<file path="config.mk">
export PLATFORM = sky130hd
export DESIGN_NAME = dc_sweep_sequencer
export DESIGN_NICKNAME = d
export VERILOG_FILES = /design/src/rtl/dc_sweep_pkg.sv /design/src/rtl/settle_timer.sv /design/src/rtl/dc_sweep_sequencer.sv
export SDC_FILE = /design/constraint.sdc
export NUM_CORES = 1
export LEC_CHECK = 0
export ABC_CLOCK_PERIOD_IN_PS = 5800
export CORE_MARGIN = 4
export CORE_UTILIZATION = 55
export CTS_BUF_LIST = sky130_fd_sc_hd__clkbuf_4 sky130_fd_sc_hd__clkbuf_8
export CTS_CLUSTER_SIZE = 25
export DETAILED_ROUTE_END_ITERATION = 10
export HOLD_SLACK_MARGIN = 0.03
export MAX_ROUTING_LAYER = met4
export PLACE_DENSITY = 0.95
export SKIP_LAST_GASP = 1
export SLEW_MARGIN = 5
export SYNTH_ARGS = -nofsm -noshare
export SYNTH_HDL_FRONTEND = slang
export SYNTH_SLANG_ARGS = --single-unit
</file>
<file path="constraint.sdc">
create_clock -name clk -period 5.8 [get_ports clk]
set_input_delay 1.16 -clock clk [delete_from_list [all_inputs] [get_ports clk]]
set_output_delay 1.16 -clock clk [all_outputs]
set_load 0.1 [all_outputs]
</file>
<file path="src/rtl/dc_sweep_pkg.sv">
`default_nettype none
// ============================================================================
// Module   : dc_sweep_pkg
// Brief    : Shared types and defaults for the DC sweep sequencer.
// Revision : 1.0 - initial release
// ============================================================================
package dc_sweep_pkg;

    localparam int CODE_W_DEFAULT     = 16;
    localparam int SETTLE_CYC_DEFAULT = 64;
    localparam int SETTLE_CNT_W       = 16;
    localparam int IDX_W              = 8;

    typedef enum logic [2:0] {
        ST_IDLE    = 3'd0,
        ST_SETTLE  = 3'd1,
        ST_CONVERT = 3'd2,
        ST_EMIT    = 3'd3,
        ST_DONE    = 3'd4
    } sweep_state_e;

    // Index of the final point of a loop with n points.
    function automatic logic [IDX_W-1:0] last_index(input int n);
        return IDX_W'(n - 1);
    endfunction

endpackage
`default_nettype wire

</file>
<file path="src/rtl/settle_timer.sv">
`default_nettype none
// ============================================================================
// Module   : settle_timer
// Brief    : Loadable down-counter; expire is high while the count equals 1.
// Revision : 1.0 - initial release
// ============================================================================
module settle_timer
    import dc_sweep_pkg::*;
#(
    parameter int CNT_W = SETTLE_CNT_W
) (
    input  logic             clk,
    input  logic             rst_n,
    input  logic             load,
    input  logic [CNT_W-1:0] value,
    output logic             expire
);

    logic [CNT_W-1:0] r_count;

    always_ff @(posedge clk) begin
        if (!rst_n) begin
            r_count <= '0;
        end else if (load) begin
            r_count <= value;
        end else if (r_count != '0) begin
            r_count <= r_count - CNT_W'(1);
        end
    end

    // Loaded with N, the count spends exactly N cycles before leaving 1.
    assign expire = (r_count == CNT_W'(1));

endmodule
`default_nettype wire

</file>
<file path="src/rtl/dc_sweep_sequencer.sv">
`default_nettype none
// ============================================================================
// Module   : dc_sweep_sequencer
// Brief    : Nested Vgs/Vds DAC sweep with settle, ADC capture and result stream.
// Revision : 1.0 - initial release
// ============================================================================
module dc_sweep_sequencer
    import dc_sweep_pkg::*;
#(
    parameter int                CODE_W     = CODE_W_DEFAULT,
    parameter logic [CODE_W-1:0] VGS_START  = CODE_W'(16'h8000),
    parameter logic [CODE_W-1:0] VGS_STEP   = CODE_W'(16'h0100),
    parameter int                VGS_N      = 8,
    parameter logic [CODE_W-1:0] VDS_START  = CODE_W'(16'h0000),
    parameter logic [CODE_W-1:0] VDS_STEP   = CODE_W'(16'h0200),
    parameter int                VDS_N      = 16,
    parameter int                SETTLE_CYC = SETTLE_CYC_DEFAULT
) (
    input  logic              clk,
    input  logic              rst_n,
    input  logic              start,
    input  logic              abort,
    output logic              busy,
    output logic              done,
    output logic [CODE_W-1:0] vgs_code,
    output logic [CODE_W-1:0] vds_code,
    output logic              adc_req,
    input  logic              adc_ack,
    input  logic [CODE_W-1:0] adc_data,
    output logic              out_valid,
    input  logic              out_ready,
    output logic [CODE_W-1:0] out_vgs,
    output logic [CODE_W-1:0] out_vds,
    output logic [CODE_W-1:0] out_id
);

    localparam logic [IDX_W-1:0]        c_vgs_last    = last_index(VGS_N);
    localparam logic [IDX_W-1:0]        c_vds_last    = last_index(VDS_N);
    localparam logic [SETTLE_CNT_W-1:0] c_settle_load = SETTLE_CNT_W'(SETTLE_CYC);

    sweep_state_e      r_state,     w_state_nxt;
    logic [CODE_W-1:0] r_vgs_code,  w_vgs_code_nxt;
    logic [CODE_W-1:0] r_vds_code,  w_vds_code_nxt;
    logic [IDX_W-1:0]  r_vgs_idx,   w_vgs_idx_nxt;
    logic [IDX_W-1:0]  r_vds_idx,   w_vds_idx_nxt;
    logic              r_adc_req,   w_adc_req_nxt;
    logic              r_out_valid, w_out_valid_nxt;
    logic [CODE_W-1:0] r_out_vgs,   w_out_vgs_nxt;
    logic [CODE_W-1:0] r_out_vds,   w_out_vds_nxt;
    logic [CODE_W-1:0] r_out_id,    w_out_id_nxt;
    logic              r_done,      w_done_nxt;
    logic              r_busy,      w_busy_nxt;
    logic              w_timer_load;
    logic              w_settle_expire;
    logic              w_vgs_last;
    logic              w_vds_last;

    settle_timer #(
        .CNT_W (SETTLE_CNT_W)
    ) u_settle_timer (
        .clk    (clk),
        .rst_n  (rst_n),
        .load   (w_timer_load),
        .value  (c_settle_load),
        .expire (w_settle_expire)
    );

    assign w_vgs_last = (r_vgs_idx == c_vgs_last);
    assign w_vds_last = (r_vds_idx == c_vds_last);

    always_comb begin
        w_state_nxt     = r_state;
        w_vgs_code_nxt  = r_vgs_code;
        w_vds_code_nxt  = r_vds_code;
        w_vgs_idx_nxt   = r_vgs_idx;
        w_vds_idx_nxt   = r_vds_idx;
        w_adc_req_nxt   = r_adc_req;
        w_out_valid_nxt = r_out_valid;
        w_out_vgs_nxt   = r_out_vgs;
        w_out_vds_nxt   = r_out_vds;
        w_out_id_nxt    = r_out_id;
        w_done_nxt      = 1'b0;
        w_timer_load    = 1'b0;

        // Abort wins over ack and handshake; a record accepted now still counts.
        if (abort && (r_state != ST_IDLE)) begin
            w_state_nxt     = ST_IDLE;
            w_adc_req_nxt   = 1'b0;
            w_out_valid_nxt = 1'b0;
            w_vgs_code_nxt  = VGS_START;
            w_vds_code_nxt  = VDS_START;
            w_vgs_idx_nxt   = '0;
            w_vds_idx_nxt   = '0;
        end else begin
            case (r_state)
                ST_IDLE: begin
                    if (start) begin
                        w_vgs_code_nxt = VGS_START;
                        w_vds_code_nxt = VDS_START;
                        w_vgs_idx_nxt  = '0;
                        w_vds_idx_nxt  = '0;
                        w_timer_load   = 1'b1;
                        w_state_nxt    = ST_SETTLE;
                    end
                end
                ST_SETTLE: begin
                    if (w_settle_expire) begin
                        w_adc_req_nxt = 1'b1;
                        w_state_nxt   = ST_CONVERT;
                    end
                end
                ST_CONVERT: begin
                    if (adc_ack) begin
                        w_adc_req_nxt   = 1'b0;
                        w_out_valid_nxt = 1'b1;
                        w_out_vgs_nxt   = r_vgs_code;
                        w_out_vds_nxt   = r_vds_code;
                        w_out_id_nxt    = adc_data;
                        w_state_nxt     = ST_EMIT;
                    end
                end
                ST_EMIT: begin
                    if (out_ready) begin
                        w_out_valid_nxt = 1'b0;
                        if (w_vds_last && w_vgs_last) begin
                            w_done_nxt  = 1'b1;
                            w_state_nxt = ST_DONE;
                        end else if (w_vds_last) begin
                            w_vds_idx_nxt  = '0;
                            w_vds_code_nxt = VDS_START;
                            w_vgs_idx_nxt  = r_vgs_idx + IDX_W'(1);
                            w_vgs_code_nxt = r_vgs_code + VGS_STEP;
                            w_timer_load   = 1'b1;
                            w_state_nxt    = ST_SETTLE;
                        end else begin
                            w_vds_idx_nxt  = r_vds_idx + IDX_W'(1);
                            w_vds_code_nxt = r_vds_code + VDS_STEP;
                            w_timer_load   = 1'b1;
                            w_state_nxt    = ST_SETTLE;
                        end
                    end
                end
                ST_DONE: begin
                    w_state_nxt = ST_IDLE;
                end
                default: begin
                    w_state_nxt = ST_IDLE;
                end
            endcase
        end

        w_busy_nxt = (w_state_nxt != ST_IDLE);
    end

    always_ff @(posedge clk) begin
        if (!rst_n) begin
            r_state     <= ST_IDLE;
            r_vgs_code  <= VGS_START;
            r_vds_code  <= VDS_START;
            r_vgs_idx   <= '0;
            r_vds_idx   <= '0;
            r_adc_req   <= 1'b0;
            r_out_valid <= 1'b0;
            r_out_vgs   <= '0;
            r_out_vds   <= '0;
            r_out_id    <= '0;
            r_done      <= 1'b0;
            r_busy      <= 1'b0;
        end else begin
            r_state     <= w_state_nxt;
            r_vgs_code  <= w_vgs_code_nxt;
            r_vds_code  <= w_vds_code_nxt;
            r_vgs_idx   <= w_vgs_idx_nxt;
            r_vds_idx   <= w_vds_idx_nxt;
            r_adc_req   <= w_adc_req_nxt;
            r_out_valid <= w_out_valid_nxt;
            r_out_vgs   <= w_out_vgs_nxt;
            r_out_vds   <= w_out_vds_nxt;
            r_out_id    <= w_out_id_nxt;
            r_done      <= w_done_nxt;
            r_busy      <= w_busy_nxt;
        end
    end

    assign busy      = r_busy;
    assign done      = r_done;
    assign vgs_code  = r_vgs_code;
    assign vds_code  = r_vds_code;
    assign adc_req   = r_adc_req;
    assign out_valid = r_out_valid;
    assign out_vgs   = r_out_vgs;
    assign out_vds   = r_out_vds;
    assign out_id    = r_out_id;

endmodule
`default_nettype wire

</file>
# After elaboration in Yosys (flattened, before gate mapping)
# Cells that the tools add are included.
[word_totals]
ff_bits = 119
out_inout_bits = 84
[classes]
n_reduce_logical = 18
n_bitwise = 4
n_addsub = 5
n_mux = 40
n_eq_ne = 12
[ops]
columns = ["cell", "count"]
rows = [
  ["16-bit 2-to-1 mux", 8],
  ["16-bit one-hot mux with 2 select lines", 2],
  ["8-bit 2-to-1 mux", 7],
  ["8-bit one-hot mux with 2 select lines", 2],
  ["3-bit 2-to-1 mux", 6],
  ["16-bit by 10-bit adder with 16-bit output, second input constant", 1],
  ["16-bit by 9-bit adder with 16-bit output, second input constant", 1],
  ["8-bit by 1-bit adder with 8-bit output, second input constant", 2],
  ["16-bit by 1-bit == test with 1-bit output, second input constant", 1],
  ["16-bit nonzero test", 1],
  ["16-bit by 1-bit subtractor with 16-bit output, second input constant", 1],
  ["7-bit 2-to-1 mux", 2],
  ["3-bit one-hot mux with 4 select lines", 1],
  ["2-bit != test, second input constant", 5],
  ["1-bit 2-to-1 mux", 9],
  ["3-bit AND reduction", 3],
  ["8-bit by 3-bit == test with 1-bit output, second input constant", 1],
  ["8-bit by 4-bit == test with 1-bit output, second input constant", 1],
  ["2-bit nonzero test", 4],
  ["3-bit by 2-bit == test with 1-bit output, second input constant", 2],
  ["1-bit one-hot mux with 2 select lines", 3],
  ["3-bit nonzero test", 2],
  ["5-bit AND reduction", 1],
  ["1-bit NOT", 4],
  ["other kinds (7)", 9],
]

# Logic depth before layout (Yosys ltp)
[logic_depth]
word_depth = 7
ltp_mapped = 9
mapped_depth_nobuf = 6

# Modules after synthesis
# A second synthesis with hierarchy kept.
[hier_totals]
hier_cells = 509
hier_area_um2 = 4256.6
[by_module_without_submodules]
columns = ["module", "instances", "area_per_inst_um2", "cells_per_inst"]
rows = [
  ["dc_sweep_sequencer", 1, 3338.2, 394],
  ["settle_timer", 1, 918.4, 115],
]

# Worst setup path before layout
# Ideal clock, no wire load.
[synth_timing]
kind = "in2reg"
startpoint = "input start"
endpoint = "register r_vgs_idx[5]"
slack_ps = 3062
stages = 5
t_arrival_ps = 2667
path_cell_list = "or3b_2 -> a21oi_1 -> o211ai_4 -> or4_1 -> a21oi_1"
[synth_between]
elab_chain_len = 2
[synth_lines]
columns = ["element", "line", "source"]
rows = [
  ["start: declaration", "dc_sweep_sequencer.sv:21", "input logic start,"],
  ["2-bit != test (no source line)", "--", ""],
  ["5-bit AND reduction (no source line)", "--", ""],
  ["end signal: assignment", "dc_sweep_sequencer.sv:173", "r_vgs_idx <= w_vgs_idx_nxt;"],
  ["end: declaration", "dc_sweep_sequencer.sv:44", "logic [IDX_W-1:0] r_vgs_idx, w_vgs_idx_nxt;"],
]
# No other way between the ends.
# A chain may end at the register's enable or synchronous reset.

# Final worst setup path
# Ends and elaborated chain as after synthesis.

==> results.md <==
| Group | Metric | This run |
|---|---|---|
| die | Row Count | 31 |
| worst setup path | Worst setup path class | input pin to register |
| layout | Layout cell share with drive strength beyond 1 | 9.34% |
| hold path | Endpoint, Worst Hold | out_id[2]$_SDFFE_PN0P_ |
| synthesis | Share of Yosys cell area claimed by the top area cell type | 41.3% |
| place | DP Cell Count | 640 |
| clocking | Post-cts sizing count | 0 |
| sta | Final Slew Violations | 0 |
| synthesis | Syn Std Cell Area | 4120 um2 |
| hold path | Launch point of the worst hold path | out_id[2]$_SDFFE_PN0P_ |
| detailed routing | First-pass iteration count of the detailed router | 4 |
| layout | Design Area, Final | 4930 um2 |
| worst setup path | Worst-case reg-to-reg path depth | 6 |
| sta | Least setup slack across all paths after layout | 2.46 ns |
| clocking | Sinks on the clock net | 85 |
| power and ir drop | Clock share of power | 24.6% |
| synthesis | Avg Synthesized Cell Area | 8.39 um2 |
| detailed routing | DRC Markers | 0 |
| worst setup path | Stages on worst setup path | 6 |
| worst setup path | Slowest cell on the critical path | sky130_fd_sc_hd__or4_1 |
| synthesis | Yosys top cell by area | sky130_fd_sc_hd__dfxtp_1 |
| power and ir drop | Leak pwr | 1.70 nW |
| synthesis | Synthesized netlist cell count | 491 |
| die | Die Y-Extent | 94.5 um |
| synthesis | Flop and latch count out of synthesis | 85 |
| place | Global placer's final weighted congestion | 0.896 |
| power and ir drop | Total power density per cell area | 367 nW/um2 |
| detailed routing | Number of design-rule violations left by the first detailed-router iteration | 183 |
| place | Count of input and output buffers | 71 |
| place | Dpl hpwl | 6840 um |
| layout | Filler cell count | 566 |
| power and ir drop | Proportion of power drawn by flip-flops and latches | 38.9% |
| worst setup path | Worst setup EP type | register |
| hold path | Kind of path behind the tightest hold check | register to register |
| layout | Final design utilization | 68.0% |
| place | Minimum setup slack after placement | 2.10 ns |
| clocking | Number of buffers created by CTS | 9 |
| layout | Antenna diodes | 0 |
| power and ir drop | Switching fraction of total power | 40.9% |
| sta | Transition at the pin with the smallest max-transition slack | 1.11 ns |
| grt | Total routing resource utilization after global routing | 22.0% |
| worst setup path | Cell with the most instances on the worst path | sky130_fd_sc_hd__a21oi_1 |
| die | DIE AREA | 8930 um2 |
| worst setup path | CP Cell Sequence | clkdlybuf4s50_1 -> or3b_2 -> a21oi_1 -> o211ai_4 -> or4_1 -> a21oi_1 |
| power and ir drop | Post-layout total power | 1.81 mW |
| sta | Fin. Hold Viols | 0 |
| synthesis | Fraction of the yosys area taken by sequential cells | 41.3% |
| synthesis | Async SR Flop Fraction | 0% |
| clocking | Depth of the CTS H-tree | 3 |
| hold path | Worst Hold Depth | 2 |
| worst setup path | Data arrival time of the worst path | 3.61 ns |
| worst setup path | Worst reg-to-reg setup slack | 3.13 ns |
| clocking | Clock latency of the later-clocked register in the worst-skew pair | 0.36 ns |
| sta | Period utilisation layout | 57.6% |
| sta | Total Negative Setup Slacks | 0 ns |
| flow run | Max-cap violation count | 0 |
| worst setup path | Crit path buf inv count | 1 |
| power and ir drop | Part of the power in combinational logic | 36.5% |
| run status | Result of the run | finished clean |
| worst setup path | Category of the worst setup path launch point | input pin |
| detailed routing | Count of nets left with antenna violations after detail routing | 0 |
| clocking | Setup Fix Bufs, Post-CTS | 0 |
| power and ir drop | P_sw | 0.741 mW |
| clocking | CTS clock-pin slew for the worst setup and hold paths | 0.10 ns |
| synthesis | Unique cell type count in the Yosys netlist | 54 |
| clocking | Maximum count of clock buffers along a single path | 2 |
| grt | Number of antenna violations at the first check in global routing | 0 |
| clocking | Clock tree root buffer cell | sky130_fd_sc_hd__clkbuf_8 |
| synthesis | Leading cell type by number of instances after synthesis | sky130_fd_sc_hd__dfxtp_1 |
| die | Width of the chip | 94.5 um |
| layout | Final #Nets | 581 |
| power and ir drop | Internal portion of total power | 1.07 mW |
| sta | Hold slack | 0.460 ns |
| grt | Pin count of the biggest net entering global routing | 34 |
| worst setup path | Slowest stage delay, CP | 0.60 ns |
| detailed routing | Avg Vias per Cell | 5.53 |
| power and ir drop | Largest voltage drop on the vdd net | 0.495 mV |
| worst setup path | Largest delay share family, worst path | simple AND/OR/NAND/NOR gates |
| grt | Wire length of the first global-routing pass | 15300 um |
| die | Floorplan Core Area | 7250 um2 |
| die | IO Count | 106 |
| worst setup path | Worst EP required | 6.07 ns |
| sta | Final setup skew | 0.0106 ns |
| detailed routing | Routed vias | 3629 |
| synthesis | EDFF count, synth | 0 |
| layout | Synthesis-to-finish area growth | 19.8% |
| sta | RSZ-0062 raised after global routing | no |
| clocking | Total of hold buffers inserted after clock tree synthesis | 0 |
| sta | Shortest clock period the worst path allows after layout | 3.34 ns |
| place | Placed cell areas | 4720 um2 |
| synthesis | Commonest cells in the netlist | sky130_fd_sc_hd__dfxtp_1, sky130_fd_sc_hd__nand2_1, sky130_fd_sc_hd__a21oi_1, sky130_fd_sc_hd__buf_4, sky130_fd_sc_hd__nor2_1 |
| layout | Finished Layout Cells | 656 |
| grt | Via count of the first global-routing pass | 3301 |
| grt | Total overflow reported by the global router | 0 |
| sta | Total setup violations reported at the end of the flow | 0 |
| synthesis | Dominant register cell in the synthesized netlist | sky130_fd_sc_hd__dfxtp_1 |
| sta | Max Clock Freq | 299 MHz |
| die | Starting density of the core | 56.8% |
| synthesis | Area contributors post-synth | sky130_fd_sc_hd__dfxtp_1, sky130_fd_sc_hd__nand2_1, sky130_fd_sc_hd__a21oi_1 |
| sta | Slew HR | 25.5% |
| worst setup path | Worst reg2reg endpoint | r_vgs_idx[3]$_SDFFE_PP0P_ |
| clocking | CTS tree | done |
| synthesis | Yosys warns | 0 |
| detailed routing | Final WL | 9440 um |
| worst setup path | Beginning of the worst register-to-register path | r_vds_idx[0]$_SDFFE_PP0P_ |
| detailed routing | Per-cell routed wire length | 14.4 um |
| worst setup path | Critical path peak fanout | 32 |
==> placed cells by master (no fill, tap or decap), drive strengths merged, types with 9 or more instances in the layout <==
cell type and n:
dfxtp 85, nand2 82, clkdlybuf4s50 71, a21oi 66
conb 34, o21ai 29, nor2 28, or3 22
nand3 21, inv 14, xor2 11, clkbuf 9
==> worst max-delay path by stage <==
| stage | startpoint | to | slack (ns) |
|---|---|---|---|
| after floorplan | start | r_vgs_idx[5]$_SDFFE_PP0P_ | 3.06 |
| after global placement | start | r_vgs_idx[5]$_SDFFE_PP0P_ | 2.17 |
| after detailed placement | start | r_vgs_idx[5]$_SDFFE_PP0P_ | 2.10 |
| after CTS | start | r_vgs_idx[5]$_SDFFE_PP0P_ | 2.49 |
| after global routing | start | r_vgs_idx[5]$_SDFFE_PP0P_ | 2.37 |
| final | start | r_vgs_idx[5]$_SDFFE_PP0P_ | 2.46 |
==> worst min-delay path, stage by stage, from the launching register on <==
cell and delay (ns):
sky130_fd_sc_hd__dfxtp_1 0.32, sky130_fd_sc_hd__nand2_1 0.05, sky130_fd_sc_hd__a21oi_1 0.05
==> sequential cells by signal, indices dropped and copies added (netlist names) <==
| register | flops |
|---|---|
| out_id | 16 |
| adc_req | 1 |
| out_vds | 7 |
| vgs_code | 8 |
| r_state | 3 |
| out_valid | 1 |
| done | 1 |
| vds_code | 7 |
| u_settle_timer.r_count | 16 |
| r_vgs_idx | 8 |
| out_vgs | 8 |
| busy | 1 |
| r_vds_idx | 8 |
==> cell families after synthesis <==
family | synth area share, %
AOI/OAI and AO/OA | 17.6
xor gates and xnor gates | 3.37
adders and majority gates | 2.13
buffers and inverters | 9.97
DFF | 41.3
other | 0.0911
and+or+nand+nor | 25.5
==> power groups by stage <==
stage / clock network (mW) / logic (mW) / registers [mW]
after floorplan: 0 / 0.514 / 0.718
after global placement: 0 / 0.616 / 0.711
after detailed placement: 0 / 0.647 / 0.716
after CTS: 0.450 / 0.654 / 0.704
after global routing: 0.480 / 0.719 / 0.714
final: 0.445 / 0.661 / 0.705
==> routing by layer <==
layer / track usage, % / up-vias / share of wire [%]
met5: - / - / 0
met4: 6.01 / 0 / 1.1
met3: 4.94 / 11 / 8.0
met2: 37.1 / 144 / 49
met1: 26.7 / 1706 / 42
li1: - / 1768 / -
==> final cells by class <==
| type | count | area, um2 | share of cell area (%) |
|---|---|---|---|
| Clock buffer | 9 | 124 | 2.51 |
| Tap cell | 99 | 124 | 2.51 |
| Timing Repair Buffer | 73 | 726 | 14.7 |
| Multi-Input combinational cell | 374 | 2130 | 43.3 |
| Clock inverter | 7 | 88.8 | 1.80 |
| Sequential cell | 85 | 1700 | 34.5 |
| Inverter | 9 | 33.8 | 0.685 |
(Power assumes the default switching activity.)
